**config.mk**
```make
export PLATFORM = sky130hd
export DESIGN_NAME = apb_mem_slave_flat
export DESIGN_NICKNAME = d
export VERILOG_FILES = /design/src/rtl/apb_mem_pkg.sv /design/src/rtl/apb_mem_if.sv /design/src/rtl/apb_mem_ram.sv /design/src/rtl/apb_mem_slave.sv /design/src/flat_wrapper.sv
export SDC_FILE = /design/constraint.sdc
export NUM_CORES = 2
export LEC_CHECK = 0
export ABC_AREA = 0
export CAP_MARGIN = 20
export CORE_MARGIN = 2
export CORE_UTILIZATION = 29
export DETAILED_ROUTE_END_ITERATION = 6
export DONT_BUFFER_PORTS = 1
export HOLD_SLACK_MARGIN = 0.15
export PLACE_DENSITY_LB_ADDON = 0.25
export SKIP_LAST_GASP = 1
export SYNTH_ARGS = -nofsm -noshare
export SYNTH_HDL_FRONTEND = slang
export SYNTH_SLANG_ARGS = --single-unit
export TNS_END_PERCENT = 10
```
**constraint.sdc**
```tcl
create_clock -name pclk -period 9.75 [get_ports pclk]
set_input_delay 1.95 -clock pclk [delete_from_list [all_inputs] [get_ports pclk]]
set_output_delay 1.95 -clock pclk [all_outputs]
set_load 0.01 [all_outputs]
```
**src/rtl/apb_mem_pkg.sv**
```systemverilog
// Shared types and helpers for the APB memory slave.
// APB_MEM_PSTRB_EN (optional) enables the APB4 byte-strobe port.
package apb_mem_pkg;

  typedef enum logic {IDLE, ACCESS} state_e;

  localparam int MAX_WAIT = 15;
  localparam int CNT_W    = $clog2(MAX_WAIT + 1);

  // Index width over n entries; never zero so a single-entry array still has a usable index.
  function automatic int idx_w(input int n);
    return (n <= 1) ? 1 : $clog2(n);
  endfunction

  function automatic int off_w(input int bytes);
    return (bytes <= 1) ? 0 : $clog2(bytes);
  endfunction

endpackage

```
**src/rtl/apb_mem_if.sv**
```systemverilog
// APB bus bundle between a master and the memory slave.
// APB_MEM_PSTRB_EN adds the pstrb byte-lane strobes.
interface apb_mem_if #(
  parameter int ADDR_WIDTH = 32,
  parameter int DATA_WIDTH = 32
);
  logic                  psel;
  logic                  penable;
  logic                  pwrite;
  logic [ADDR_WIDTH-1:0] paddr;
  logic [DATA_WIDTH-1:0] pwdata;
`ifdef APB_MEM_PSTRB_EN
  logic [DATA_WIDTH/8-1:0] pstrb;
`endif
  logic [DATA_WIDTH-1:0] prdata;
  logic                  pready;
  logic                  pslverr;

  modport master (
    output psel, penable, pwrite, paddr, pwdata,
`ifdef APB_MEM_PSTRB_EN
    output pstrb,
`endif
    input  prdata, pready, pslverr
  );

  modport slave (
    input  psel, penable, pwrite, paddr, pwdata,
`ifdef APB_MEM_PSTRB_EN
    input  pstrb,
`endif
    output prdata, pready, pslverr
  );
endinterface

```
**src/rtl/apb_mem_ram.sv**
```systemverilog
// Byte-lane word RAM with synchronous clear, per-lane write enables and a registered read port.
module apb_mem_ram
  import apb_mem_pkg::*;
#(
  parameter int DATA_WIDTH = 32,
  parameter int DEPTH      = 64,
  parameter int IDX_W      = idx_w(DEPTH),
  parameter int BYTES      = DATA_WIDTH / 8
) (
  input  logic                  clk,
  input  logic                  rst,
  input  logic                  wr_en,
  input  logic [IDX_W-1:0]      wr_idx,
  input  logic [BYTES-1:0]      wr_lanes,
  input  logic [DATA_WIDTH-1:0] wr_data,
  input  logic                  rd_en,
  input  logic                  rd_zero,
  input  logic [IDX_W-1:0]      rd_idx,
  output logic [DATA_WIDTH-1:0] rd_data
);

  logic [DATA_WIDTH-1:0] mem_q [DEPTH];
  logic [DATA_WIDTH-1:0] wr_word_d;
  logic [DATA_WIDTH-1:0] rd_data_d, rd_data_q;

  // Merge only the enabled lanes into the stored word so untouched bytes keep their value.
  always_comb begin
    wr_word_d = mem_q[wr_idx];
    for (int i = 0; i < BYTES; i++) begin
      if (wr_lanes[i]) wr_word_d[8*i +: 8] = wr_data[8*i +: 8];
    end
  end

  always_comb begin
    rd_data_d = rd_data_q;
    if (rd_en) rd_data_d = rd_zero ? '0 : mem_q[rd_idx];
  end

  always_ff @(posedge clk) begin
    if (rst) begin
      for (int i = 0; i < DEPTH; i++) mem_q[i] <= '0;
      rd_data_q <= '0;
    end else begin
      if (wr_en) mem_q[wr_idx] <= wr_word_d;
      rd_data_q <= rd_data_d;
    end
  end

  assign rd_data = rd_data_q;

endmodule

```
**src/rtl/apb_mem_slave.sv**
```systemverilog
// APB memory slave: FSM, address decode, wait-state counter and response registers.
// APB_MEM_PSTRB_EN enables byte strobes and the APB4 read-with-strobe error.
module apb_mem_slave
  import apb_mem_pkg::*;
#(
  parameter int ADDR_WIDTH  = 32,
  parameter int DATA_WIDTH  = 32,
  parameter int DEPTH       = 64,
  parameter int WAIT_CYCLES = 0
) (
  input  logic     pclk,
  input  logic     prst,
  apb_mem_if.slave bus
);

  localparam int BYTES   = DATA_WIDTH / 8;
  localparam int OFF_W   = off_w(BYTES);
  localparam int IDX_W   = idx_w(DEPTH);
  localparam int LIMIT_W = ADDR_WIDTH + 1;
  localparam logic [LIMIT_W-1:0] ADDR_LIMIT = LIMIT_W'(DEPTH * BYTES);
  localparam logic [CNT_W-1:0]   WAIT_INIT  = CNT_W'(WAIT_CYCLES);

  state_e                state_q, state_d;
  logic [CNT_W-1:0]      cnt_q, cnt_d;
  logic                  pready_q, pready_d;
  logic                  pslverr_q, pslverr_d;
  logic [IDX_W-1:0]      idx_q, idx_d;
  logic                  write_q, write_d;
  logic [DATA_WIDTH-1:0] wdata_q, wdata_d;
  logic [BYTES-1:0]      strb_q, strb_d;
  logic                  err_q, err_d;

  logic [IDX_W-1:0] req_idx, rd_idx;
  logic [BYTES-1:0] req_strb;
  logic             req_err, strb_err, rd_en, rd_zero, wr_en;
  logic [DATA_WIDTH-1:0] rd_data;

  assign req_idx = bus.paddr[OFF_W +: IDX_W];

`ifdef APB_MEM_PSTRB_EN
  assign req_strb = bus.pstrb;
  assign strb_err = !bus.pwrite && (bus.pstrb != '0);
`else
  assign req_strb = '1;
  assign strb_err = 1'b0;
`endif

  // Out of range, misaligned, or a read carrying strobes.
  assign req_err = ({1'b0, bus.paddr} >= ADDR_LIMIT)
                || ((bus.paddr & ADDR_WIDTH'(BYTES - 1)) != '0)
                || strb_err;

  always_comb begin
    state_d   = state_q;
    cnt_d     = cnt_q;
    pready_d  = pready_q;
    pslverr_d = pslverr_q;
    idx_d     = idx_q;
    write_d   = write_q;
    wdata_d   = wdata_q;
    strb_d    = strb_q;
    err_d     = err_q;
    rd_en     = 1'b0;
    rd_idx    = idx_q;
    rd_zero   = err_q;
    wr_en     = 1'b0;
    case (state_q)
      IDLE: begin
        pready_d  = 1'b0;
        pslverr_d = 1'b0;
        if (bus.psel && !bus.penable) begin
          state_d = ACCESS;
          cnt_d   = WAIT_INIT;
          idx_d   = req_idx;
          write_d = bus.pwrite;
          wdata_d = bus.pwdata;
          strb_d  = req_strb;
          err_d   = req_err;
          // Without wait states the response is produced on the SETUP edge from the live bus.
          if (WAIT_CYCLES == 0) begin
            pready_d  = 1'b1;
            pslverr_d = req_err;
            rd_en     = !bus.pwrite;
            rd_idx    = req_idx;
            rd_zero   = req_err;
          end
        end
      end
      ACCESS: begin
        if (!bus.psel) begin
          state_d   = IDLE;
          cnt_d     = '0;
          pready_d  = 1'b0;
          pslverr_d = 1'b0;
        end else if (pready_q) begin
          if (bus.penable) begin
            state_d   = IDLE;
            pready_d  = 1'b0;
            pslverr_d = 1'b0;
            wr_en     = write_q && !err_q;
          end
        end else if (cnt_q != '0) begin
          cnt_d = cnt_q - CNT_W'(1);
          if (cnt_q == CNT_W'(1)) begin
            pready_d  = 1'b1;
            pslverr_d = err_q;
            rd_en     = !write_q;
          end
        end
      end
      default: state_d = IDLE;
    endcase
  end

  always_ff @(posedge pclk) begin
    if (prst) begin
      state_q   <= IDLE;
      cnt_q     <= '0;
      pready_q  <= 1'b0;
      pslverr_q <= 1'b0;
      idx_q     <= '0;
      write_q   <= 1'b0;
      wdata_q   <= '0;
      strb_q    <= '0;
      err_q     <= 1'b0;
    end else begin
      state_q   <= state_d;
      cnt_q     <= cnt_d;
      pready_q  <= pready_d;
      pslverr_q <= pslverr_d;
      idx_q     <= idx_d;
      write_q   <= write_d;
      wdata_q   <= wdata_d;
      strb_q    <= strb_d;
      err_q     <= err_d;
    end
  end

  apb_mem_ram #(
    .DATA_WIDTH(DATA_WIDTH),
    .DEPTH     (DEPTH),
    .IDX_W     (IDX_W),
    .BYTES     (BYTES)
  ) u_ram (
    .clk     (pclk),
    .rst     (prst),
    .wr_en   (wr_en),
    .wr_idx  (idx_q),
    .wr_lanes(strb_q),
    .wr_data (wdata_q),
    .rd_en   (rd_en),
    .rd_zero (rd_zero),
    .rd_idx  (rd_idx),
    .rd_data (rd_data)
  );

  assign bus.prdata  = rd_data;
  assign bus.pready  = pready_q;
  assign bus.pslverr = pslverr_q;

endmodule

```
**src/flat_wrapper.sv**
```systemverilog
// flat-port wrapper written by rule: the top's interface ports become plain ports
module apb_mem_slave_flat import apb_mem_pkg::*;
#(
  parameter int ADDR_WIDTH  = 32,
  parameter int DATA_WIDTH  = 32,
  parameter int DEPTH       = 64,
  parameter int WAIT_CYCLES = 0
)
  (pclk, prst, bus_psel, bus_penable, bus_pwrite, bus_paddr, bus_pwdata, bus_prdata, bus_pready, bus_pslverr);
  apb_mem_if #(.ADDR_WIDTH(ADDR_WIDTH), .DATA_WIDTH(DATA_WIDTH)) bus_i ();
  input  logic pclk;
  input  logic prst;
  input wire logic [$bits(bus_i.psel)-1:0] bus_psel;
  input wire logic [$bits(bus_i.penable)-1:0] bus_penable;
  input wire logic [$bits(bus_i.pwrite)-1:0] bus_pwrite;
  input wire logic [$bits(bus_i.paddr)-1:0] bus_paddr;
  input wire logic [$bits(bus_i.pwdata)-1:0] bus_pwdata;
  output wire logic [$bits(bus_i.prdata)-1:0] bus_prdata;
  output wire logic [$bits(bus_i.pready)-1:0] bus_pready;
  output wire logic [$bits(bus_i.pslverr)-1:0] bus_pslverr;
  assign bus_i.psel = bus_psel;
  assign bus_i.penable = bus_penable;
  assign bus_i.pwrite = bus_pwrite;
  assign bus_i.paddr = bus_paddr;
  assign bus_i.pwdata = bus_pwdata;
  assign bus_prdata = bus_i.prdata;
  assign bus_pready = bus_i.pready;
  assign bus_pslverr = bus_i.pslverr;
  apb_mem_slave #(.ADDR_WIDTH(ADDR_WIDTH), .DATA_WIDTH(DATA_WIDTH), .DEPTH(DEPTH), .WAIT_CYCLES(WAIT_CYCLES)) u_core (.pclk(pclk), .prst(prst), .bus(bus_i));
endmodule
```
==> metrics.md <==
| Metric | Value |
|---|---|
| Avg Vias per Cell | 5.250 |
| Clk_skew | 69.91 ps |
| Post-CTS Setup Bufs | 0 |
| Post-synthesis mux area share | between 3 and 4% |
| First-pass GRT wire length | 511400 µm |
| Flip-flop and latch count after synthesis | 2128 |
| CP required | 10500 ps |
| Final setup viols | 0 |
| Starting Density | between 20 and 30% |
| Reg2Reg Depth | 9 |
| DP HPWL | 197800 µm |
| First DRT Iteration DRCs | 8303 |
| Post-synthesis adder-cell area fraction | less than 1% |
| Slew HR | 17.23% |
| Post-Syn Instances | 8415 |
| Mapped Nets | 8487 |
| Reg2reg end | u_core.u_ram.rd_data[7] |
| GRT Util Overall | a little over a fifth |
| Worst hold start | u_core.wdata_q[19] |
| R2r setup slk | roughly 4300 ps |
| Final wirelength | 368100 µm |
| FP Rows | 212 |
| Final cell area excluding filler cells | 110500 µm² |
| Setup TNS Final | 0 ps |
| Synthesis Warnings | 0 |
| DIE AREA | 340900 µm² |
| CP Capture Type | flop |
| Clock transition at path regs | 60 ps |
| Max VDD drop | 0.1407 mV |
| CTS Root Cell | clkbuf_16 |
| CP Data Arrival Time | 6800 ps |
| # Max-Cap Violations | 0 |
| Worst r2r src | u_core.state_q |
| FMAX | 0.1655 GHz |
| Post-synthesis simple-gate area fraction | a little under a quarter |
| Final worst slack | 3706 ps |
| CTS Buf Count | roughly 230 |
| Initial antenna violation count | 32 |
| Most frequent cells in the layout | and2_1, edfxtp_1, nand2_1, nand3_1, mux2i_1 |
| Resize count post-CTS | 0 |
| Nets | slightly above 8000 |
| Post-DP Area | 102900 µm² |
| Pre-Repair DR Iteration Count | 6 |
| Largest net degree at the start of global routing | 148 |
| Min Tclk post-route | 6044 ps |
| Crit-path max FO | 115 |
| Number of global-route vias before repair | about 64000 |
| Placer Congestion | 0.8229 |
| Die Wd | 583.9 µm |
| Top_reg_cell synth | edfxtp_1 |
| Clock tree sinks | 2128 |
| Share of post-route cells with drive strength above 1 | 9.117% |
| Period utilization | 61.99% |
| Worst-skew pair later-pin latency | 920 ps |
| Hold Path Stages | 2 |
| Antenna Nets Post-Route | 0 |
| Grt total ovfl | 0 |
| Compound-cell area share of the yosys netlist | roughly 5.0% |
| Core region area | ~330000 µm² |
| Die height | 583.9 µm |
| H-tree depth | 4 |
| Sequential fraction of the synthesis area | 64.71% |
| CTS tree | yes |
| Status | finished, final reports clean |
| Avg WL per Cell | 29.12 µm |
| Worst Hold Path EP | u_core.wdata_q[19] |
| Synthesized area | 97520 µm² |
| Leakage | 38.48 nW |
| Layout area overhead | 13.29% |
| Top cell type's share of synthesized area | between 60% and 70% |
| Xor/xnor cell area share of the yosys netlist | 0.01796% |
| Netlist cell types | 53 |
| Port bufs | 0 |
| I/O Pins | 103 |
| Combinational family with the most area after synthesis | simple AND/OR/NAND/NOR gates |
| Hold Violations, Final | 0 |
| Via Count | 66350 |
| CTS Buffer Depth | 4 |
| Max-slew violations | 0 |
| Hold buffers post-CTS | 0 |
| Async SR Flop Fraction | 0% |
| Pre-CTS WS | 2965 ps |
| PD cells | 189.0 nW/µm² |
| EDFF count, synth | 2048 |
| Crit start category | primary input |
| DRC Markers | 0 |
| CP Class | primary input to flop |
| Worst Max-Slew Pin Slew | 1242 ps |
| Cell taking the most area after synthesis | edfxtp_1 |
| RSZ-0062 raised after global routing | no |
| Synthesized area per cell | 11.59 µm² |
| Hold Path Class | flop to flop |
| Top cells by area, synth | edfxtp_1, and2_1, nand2_1, mux2i_1, nand3_1 |
## cell families after synthesis
| group | count (synthesis) |
|---|---|
| AND/OR/NAND/NOR | 4461 |
| flip-flops | 2128 |
| buffers and inverters | 828 |
| AO/OA/AOI/OAI | 693 |
| multiplexers | 300 |
| adder cells (fa/ha/maj) | 3 |
| XOR/XNOR | 2 |
## critical path, stage by stage
cell and delay, ps:
or3b_4 230, buf_4 750, a21o_4 760, buf_12 430
mux2i_1 300, a221oi_1 160, o21ai_0 840, nand4_1 540
a221o_1 460
## power breakdown
part           switching, W  internal (W)  leakage [nW]  total, W
clock network       0.00373       0.00515          3.67   0.00889
registers          0.000163        0.0103          21.9    0.0104
logic               0.00121      0.000332          12.9   0.00155
## stage by stage
stage / total power (W) / utilization (%) / hold WS, ps / std cells
6_report: 0.02088 / 33.08 / 455.5 / 12640
5_1_grt: 0.02140 / 33.06 / 466.4 / 12610
4_1_cts: 0.02097 / 33.05 / 455.7 / 12610
3_5_place_dp: 0.01217 / 30.80 / 446.8 / 12190
3_3_place_gp: 0.01216 / 30.76 / 442.4 / 12190
2_1_floorplan: 0.01142 / - / 440.7 / 8415
## per-layer routing
metal / vias to the layer above / global-route usage, % / wire, µm
li1: 28680 / - / -
met4: 10 / 8.892 / 17180
met5: - / 0 / 79
met2: 3036 / 33.30 / 166600
met1: 34030 / 28.38 / 152300
met3: 593 / 3.800 / 31920
## cells in the mapped netlist (all sizes together) (2+ instances only)
cell type	n
a21oi	135
a221o	10
a32oi	132
ha	3
a221oi	29
o21ai	95
and3	22
nand3	505
nor3b	2
and2	2048
nand4	128
dfxtp	80
a41oi	32
nand2	1638
nand3b	2
nand2b	8
edfxtp	2048
clkbuf	612
mux2	6
a32o	22
a311o	22
xnor2	2
a21o	2
o2111ai	34
o21a	6
o211ai	18
nor3	6
a31oi	118
nor2b	6
buf	210
nor4	12
mux2i	294
inv	6
o22ai	22
o31ai	2
nor2	78
a22oi	10
## flip-flops by register name, summed over array words and instances (netlist names), 4 cells and up, named ones only
register              cells
u_core.idx_q              6
u_core.cnt_q              4
u_core.wdata_q           32
u_core.u_ram.rd_data     32
u_core.u_ram.mem_q     2048
## final cells by class
class	count	area, µm²
fillers	32890	223500
flip-flops and latches	2128	63170
multi-input cells	5459	32240
clock buffers	322	6432
well taps	4387	5489
repair buffers	216	1994
clock inverters	95	1064
diodes	26	65.06
inverters	6	27.53
## worst max-delay path by stage
stage / startpoint / to / slack, ps / depth (start not counted)
after floorplan: bus_psel / u_core.u_ram.mem_q[14][0] / 3850 / 6
after global routing: bus_psel / u_core.u_ram.rd_data[7] / 3730 / 9
after global placement: bus_psel / u_core.u_ram.rd_data[7] / 2920 / 9
final: bus_psel / u_core.u_ram.rd_data[7] / 3710 / 9
after detailed placement: bus_psel / u_core.u_ram.rd_data[7] / 2970 / 9
after CTS: bus_psel / u_core.u_ram.rd_data[7] / 3870 / 9
Power figures use the tool's default switching activity.
